### src/rtl/if_pipe_stage_pkg.sv
// Shared widths, constants and types for the instruction-fetch stage.
package if_pipe_stage_pkg;

   localparam int unsigned PC_WIDTH    = 10;
   localparam int unsigned INSTR_WIDTH = 32;

   localparam logic [PC_WIDTH-1:0]    RESET_PC  = PC_WIDTH'(0);
   localparam logic [INSTR_WIDTH-1:0] NOP_INSTR = INSTR_WIDTH'(0);
   localparam logic [PC_WIDTH-1:0]    PC_INC    = PC_WIDTH'(4);

   // Next-PC source select.
   typedef enum logic [1:0] {
      SEL_HOLD,
      SEL_SEQ,
      SEL_BRANCH,
      SEL_JUMP
   } next_sel_e;

   // IF/ID pipeline register payload.
   typedef struct packed {
      logic                   valid;
      logic [PC_WIDTH-1:0]    pc_plus4;
      logic [INSTR_WIDTH-1:0] instr;
   } if_id_t;

   localparam if_id_t IF_ID_BUBBLE = '{valid: 1'b0, pc_plus4: PC_WIDTH'(0), instr: NOP_INSTR};

endpackage

### src/rtl/if_pipe_stage_if.sv
// Instruction-memory fetch bus between the fetch stage and instruction memory.
interface if_pipe_stage_if;
   import if_pipe_stage_pkg::*;

   logic [PC_WIDTH-1:0]    imem_addr;
   logic [INSTR_WIDTH-1:0] imem_rdata;
   logic                   imem_ready;

   modport master (output imem_addr, input imem_rdata, input imem_ready);
   modport slave  (input imem_addr, output imem_rdata, output imem_ready);

endinterface

### src/rtl/if_pipe_stage_if_id_reg.sv
// IF/ID pipeline register: holds when load=0, loads a bubble or fetched data otherwise.
module if_pipe_stage_if_id_reg
   import if_pipe_stage_pkg::*;
(
   input  logic   clk,
   input  logic   rst_n,
   input  logic   load,
   input  logic   bubble,
   input  if_id_t d,
   output if_id_t q
);

   // Pipeline register with async clear to a bubble.
   always_ff @(posedge clk or negedge rst_n) begin
      if (!rst_n) begin
         q <= IF_ID_BUBBLE;
      end else if (load) begin
         q <= bubble ? IF_ID_BUBBLE : d;
      end
   end

endmodule

### src/rtl/if_pipe_stage.sv
// Instruction-fetch stage: owns the PC, selects the next PC and feeds the IF/ID register.
module if_pipe_stage
   import if_pipe_stage_pkg::*;
(
   input  logic                   clk,
   input  logic                   reset,
   if_pipe_stage_if.master        imem,
   input  logic                   Data_Hazard,
   input  logic                   IF_Flush,
   input  logic                   branch_taken,
   input  logic [PC_WIDTH-1:0]    branch_address,
   input  logic                   jump,
   input  logic [PC_WIDTH-1:0]    jump_address,
   output logic [PC_WIDTH-1:0]    pc,
   output logic [PC_WIDTH-1:0]    if_id_pc_plus4,
   output logic [INSTR_WIDTH-1:0] if_id_instr,
   output logic                   if_id_valid
);

   next_sel_e           sel;
   logic                load;
   logic                bubble;
   logic [PC_WIDTH-1:0] pc_plus4;
   logic [PC_WIDTH-1:0] pc_next;
   if_id_t              fetch_d;
   if_id_t              if_id_q;

   assign imem.imem_addr = pc;
   assign pc_plus4       = pc + PC_INC;

   // Priority decode: stall, redirect, flush, memory wait, normal fetch.
   always_comb begin
      sel    = SEL_SEQ;
      load   = 1'b1;
      bubble = 1'b0;
      if (!Data_Hazard) begin
         sel  = SEL_HOLD;
         load = 1'b0;
      end else if (jump) begin
         sel    = SEL_JUMP;
         bubble = 1'b1;
      end else if (branch_taken) begin
         sel    = SEL_BRANCH;
         bubble = 1'b1;
      end else if (IF_Flush) begin
         sel    = imem.imem_ready ? SEL_SEQ : SEL_HOLD;
         bubble = 1'b1;
      end else if (!imem.imem_ready) begin
         sel    = SEL_HOLD;
         bubble = 1'b1;
      end
   end

   // Next-PC mux.
   always_comb begin
      pc_next = pc;
      case (sel)
         SEL_HOLD:   pc_next = pc;
         SEL_SEQ:    pc_next = pc_plus4;
         SEL_BRANCH: pc_next = branch_address;
         SEL_JUMP:   pc_next = jump_address;
         default:    pc_next = pc;
      endcase
   end

   // PC register.
   always_ff @(posedge clk or negedge reset) begin
      if (!reset) begin
         pc <= RESET_PC;
      end else begin
         pc <= pc_next;
      end
   end

   assign fetch_d = '{valid: 1'b1, pc_plus4: pc_plus4, instr: imem.imem_rdata};

   if_pipe_stage_if_id_reg u_if_id_reg (
      .clk    (clk),
      .rst_n  (reset),
      .load   (load),
      .bubble (bubble),
      .d      (fetch_d),
      .q      (if_id_q)
   );

   assign if_id_pc_plus4 = if_id_q.pc_plus4;
   assign if_id_instr    = if_id_q.instr;
   assign if_id_valid    = if_id_q.valid;

endmodule

### src/flat_wrapper.sv
// flat-port wrapper written by rule: the top's interface ports become plain ports
module if_pipe_stage_flat import if_pipe_stage_pkg::*;
  (clk, reset, Data_Hazard, IF_Flush, branch_taken, branch_address, jump, jump_address, pc, if_id_pc_plus4, if_id_instr, if_id_valid, imem_imem_addr, imem_imem_rdata, imem_imem_ready);
  if_pipe_stage_if imem_i ();
  input  logic clk;
  input  logic reset;
  input  logic Data_Hazard;
  input  logic IF_Flush;
  input  logic branch_taken;
  input  logic [PC_WIDTH-1:0] branch_address;
  input  logic jump;
  input  logic [PC_WIDTH-1:0] jump_address;
  output logic [PC_WIDTH-1:0] pc;
  output logic [PC_WIDTH-1:0] if_id_pc_plus4;
  output logic [INSTR_WIDTH-1:0] if_id_instr;
  output logic if_id_valid;
  output wire logic [$bits(imem_i.imem_addr)-1:0] imem_imem_addr;
  input wire logic [$bits(imem_i.imem_rdata)-1:0] imem_imem_rdata;
  input wire logic [$bits(imem_i.imem_ready)-1:0] imem_imem_ready;
  assign imem_imem_addr = imem_i.imem_addr;
  assign imem_i.imem_rdata = imem_imem_rdata;
  assign imem_i.imem_ready = imem_imem_ready;
  if_pipe_stage u_core (.clk(clk), .reset(reset), .imem(imem_i), .Data_Hazard(Data_Hazard), .IF_Flush(IF_Flush), .branch_taken(branch_taken), .branch_address(branch_address), .jump(jump), .jump_address(jump_address), .pc(pc), .if_id_pc_plus4(if_id_pc_plus4), .if_id_instr(if_id_instr), .if_id_valid(if_id_valid));
endmodule
### config.mk
export PLATFORM = sky130hd
export DESIGN_NAME = if_pipe_stage_flat
export DESIGN_NICKNAME = d
export VERILOG_FILES = /design/src/rtl/if_pipe_stage_pkg.sv /design/src/rtl/if_pipe_stage_if.sv /design/src/rtl/if_pipe_stage_if_id_reg.sv /design/src/rtl/if_pipe_stage.sv /design/src/flat_wrapper.sv
export SDC_FILE = /design/constraint.sdc
export NUM_CORES = 1
export LEC_CHECK = 0
export ABC_AREA = 1
export ABC_CLOCK_PERIOD_IN_PS = 1300
export BUFFER_PORTS_ARGS = -buffer_cell sky130_fd_sc_hd__buf_4
export CORE_MARGIN = 1
export CORE_UTILIZATION = 45
export DETAILED_ROUTE_END_ITERATION = 12
export GPL_TIMING_DRIVEN = 0
export PLACE_DENSITY = 0.82
export SLEW_MARGIN = 20
export SYNTH_ARGS = -nofsm -noshare
export SYNTH_HDL_FRONTEND = slang
export SYNTH_SLANG_ARGS = --single-unit
### constraint.sdc
create_clock -name clk -period 1.3 [get_ports clk]
set_input_delay 0.065 -clock clk [delete_from_list [all_inputs] [get_ports clk]]
set_output_delay 0.065 -clock clk [all_outputs]
set_load 0.005 [all_outputs]
==> summary.md <==
| Metric | Value |
|---|---|
| Pwr Density | `approximately 950 mW/mm²` |
| Gr usage total | `25.3%` |
| Clock group share of total power | `slightly above 30%` |
| Fin crit period | `~1200 ps` |
| Vias in the first global route | `~2300` |
| Largest area contributor in the synthesized netlist | `dfrtp_1` |
| Initial Utilization | `around 47%` |
| Int Pwr | `about 2800 µW` |
| Clk buf depth | `2` |
| R2R depth | `4` |
| Die Wd | `between 70 and 80 µm` |
| Hold Path Stages | `3` |
| Worst Tran Pin Value | `roughly 670 ps` |
| Vias post-DR | `approximately 2400` |
| Fill count | `335` |
| Max-Cap Viols | `0` |
| Peak VDD IR | `0.540 mV` |
| Share of the synthesized area in the top cell type | `55.2%` |
| Die height | `between 70 and 80 µm` |
| Register area share after synthesis | `between 50% and 60%` |
| Initial antenna violation count | `0` |
| Max Fanout on Critical Path | `3` |
| CTS clk-pin slew, worst paths | `approximately 90 ps` |
| Final nets | `between 400 and 500` |
| Comb pwr share | `21.4%` |
| Net Sw Frac | `between 20% and 30%` |
| EDFF count, synth | `0` |
| Placed cell areas | `~0.0034 mm²` |
| Most numerous cell in the Yosys netlist | `nand2_1` |
| Port bufs | `between 100 and 150` |
| Post-route cell area | `around 0.0039 mm²` |
| Layout cells sized above 1 | `between 30% and 40%` |
| Critical R2R Capture | `u_core.imem.imem_addr[4]` |
| Setup TNS | `0 ps` |
| Final Wtd Congestion | `0.830` |
| Async SR Flop Fraction | `100%` |
| Antenna diodes | `0` |
| Critical Path End Type | `flip-flop` |
| HPWL after DPL | `4630 µm` |
| Area Growth Syn to Fin | `64.1%` |
| Core area | `between 0.005 and 0.006 mm²` |
| Post-synthesis cell type count | `26` |
| Wire per inst | `between 10 and 15 µm` |
| Outcome | `complete, no violations` |
| Synthesized net count | `309` |
| FF-to-FF Start | `u_core.imem.imem_addr[2]` |
| Num ports | `around 120` |
| Post-synth top cells | `nand2_1 (68), dfrtp_1 (53), a22o_1 (33)` |
| Reg power frac | `48.2%` |
| Yosys synthesis warning count | `0` |
| Root Buffer | `clkbuf_8` |
| RSZ-0062 raised after global routing | `true` |
| HP Start | `branch_address[3]` |
| Final Hold Vio Count | `0` |
| Crit share post-route | `between 90 and 100%` |
| Static Leak | `0.00214 µW` |
| Upper clock frequency limit | `approximately 810 MHz` |
| Grt ovf | `0` |
| Floorplan row count | `26` |
| Area of the mapped netlist | `0.00240 mm²` |
| H-tree Lvls | `2` |
| Die area | `around 0.0056 mm²` |
| CP Launch Type | `flip-flop` |
| Slew Limit Fails | `0` |
| Worst Skew | `roughly 8 ps` |
| Top FF cell, synth | `dfrtp_1` |
| CTS tree | `done` |
| Final setup violating endpoints | `0` |
| Flop-to-flop setup slack | `about 63 ps` |
| Largest net degree at the start of global routing | `54` |
| Via/cell ratio | `4.89` |
| Yosys reg bits | `53` |
| Synth Instances | `roughly 250` |
| CP Data Arrival Time | `roughly 1500 ps` |
| Worst EP required | `~1500 ps` |
| Area contributors post-synth | `dfrtp_1 (55%), a22o_1 (12%), nand2_1 (11%), nand3_1 (4.4%), buf_4 (3.4%)` |
| WS Path Type | `reg -> reg` |
| DRC viols | `0` |
| Syn Area/Cell | `9.64 µm²` |
| Slew margin rel. | `between 50% and 60%` |
| Worst hold endpoint | `u_core.imem.imem_addr[3]` |
| Clk Latency, worst-skew pair | `~300 ps` |
| Total CTS buffers | `5` |
| First-pass GRT wire length | `approximately 10000 µm` |
| Routed Antenna Nets | `0` |
| CTS sink cnt | `between 50 and 60` |
| Iter 0 DRT Violations | `between 70 and 80` |
| Worst Hold Class | `in -> reg` |
| DRT Pass-1 Iters | `4` |
| Routed WL | `a little over 7000 µm` |
| NetSw | `915 µW` |
-- final cells by class --
type                            count  area [µm²]  area share (%)
Timing Repair Buffer              162        1310            33.3
Clock inverter                      1        30.0           0.762
Multi-Input combinational cell    157         882            22.4
Buffer                             18         131            3.33
Tap cell                           70        87.6            2.22
Inverter                           21        80.1            2.03
Clock buffer                        7        86.3            2.19
Sequential cell                    53        1330            33.8
-- worst max-delay path by stage --
| stage | slack [ps] | from | endpoint | cells past startpoint |
|---|---|---|---|---|
| 6_report | 60 | u_core.imem.imem_addr[2] | u_core.imem.imem_addr[4] | 4 |
| 5_1_grt | -0.3 | u_core.imem.imem_addr[2] | u_core.imem.imem_addr[4] | 4 |
| 4_1_cts | 20 | u_core.imem.imem_addr[3] | u_core.u_if_id_reg.q[38] | 7 |
| 3_5_place_dp | -90 | u_core.imem.imem_addr[2] | u_core.imem.imem_addr[8] | 6 |
| 3_3_place_gp | -40 | u_core.imem.imem_addr[2] | u_core.imem.imem_addr[8] | 6 |
| 2_1_floorplan | 90 | u_core.imem.imem_addr[2] | u_core.imem.imem_addr[8] | 6 |
-- critical path, stage by stage, from the launching register on --
cell,delay (ps)
dfrtp_2,430
ha_2,220
xnor2_1,150
or2_2,290
nand4_1,90
-- layer usage --
layer / part of all wire (%) / track usage (%)
met1: 40 / 27.6
met2: 51 / 48.2
met3: 7.8 / 5.89
met4: 1.1 / 7.76
met5: 0 / 0
-- flip-flops by register name (all words and copies together) (netlist names) --
signal                 flops
u_core.u_if_id_reg.q      43
u_core.imem.imem_addr     10
-- metrics by stage --
stage	setup WS (ps)	total power (µW)	hold WS (ps)	std cells	util, %
final	63.5	3740	18.3	489	77.2
after global routing	-0.344	3910	18.0	489	77.2
after CTS	21.0	3730	2.47	487	76.3
after detailed placement	-93.4	2500	138	440	66.5
after global placement	-37.4	2480	130	440	66.5
after floorplan	88.8	2090	-231	249	-
-- power by group through the flow --
stage                     Clock, µW  Sequential [µW]  Combinational [µW]
final                          1140             1800                 799
after global routing           1220             1810                 878
after CTS                      1150             1790                 785
after detailed placement          0             1830                 663
after global placement            0             1830                 648
after floorplan                   0             1820                 269
-- what timing repair did --
action / in CTS / in global routing
hold buffers: 36 / 2
hold endpoints to repair: 85 / 2
buffers inserted: 3 / 0
pin swaps: 0 / 0
resized for setup: 3 / 9
endpoints found under the setup margin: 4 / 11
-- layout by cell type, fill, tap and decap left out --
cell type / n
o211ai_1: 1
nor2_2: 3
dfrtp_2: 5
nand2_2: 2
a22oi_1: 1
nand3_1: 21
inv_2: 1
a22o_1: 33
nand4_1: 3
and2_1: 1
buf_6: 3
o21ai_0: 7
dlygate4sd3_1: 38
xor2_1: 1
dfrtp_1: 48
a21o_1: 1
nand3_2: 1
o21ai_2: 1
clkinv_2: 1
xnor2_1: 1
nand2_1: 67
ha_2: 1
nor2_1: 7
inv_1: 19
nand2_4: 1
clkbuf_1: 5
or2_2: 1
clkbuf_8: 6
buf_4: 135
bufinv_16: 1
a21oi_1: 1
nor2_4: 2
-- kinds of logic after synthesis --
| logic type | synth area share (%) |
|---|---|
| adders and majority gates | 0.521 |
| DFF | 55.2 |
| AOI/OAI and AO/OA | 14.9 |
| xor gates and xnor gates | 0.730 |
| buffers and inverters | 8.81 |
| and+or+nand+nor | 19.9 |
(Power assumes the default switching activity.)
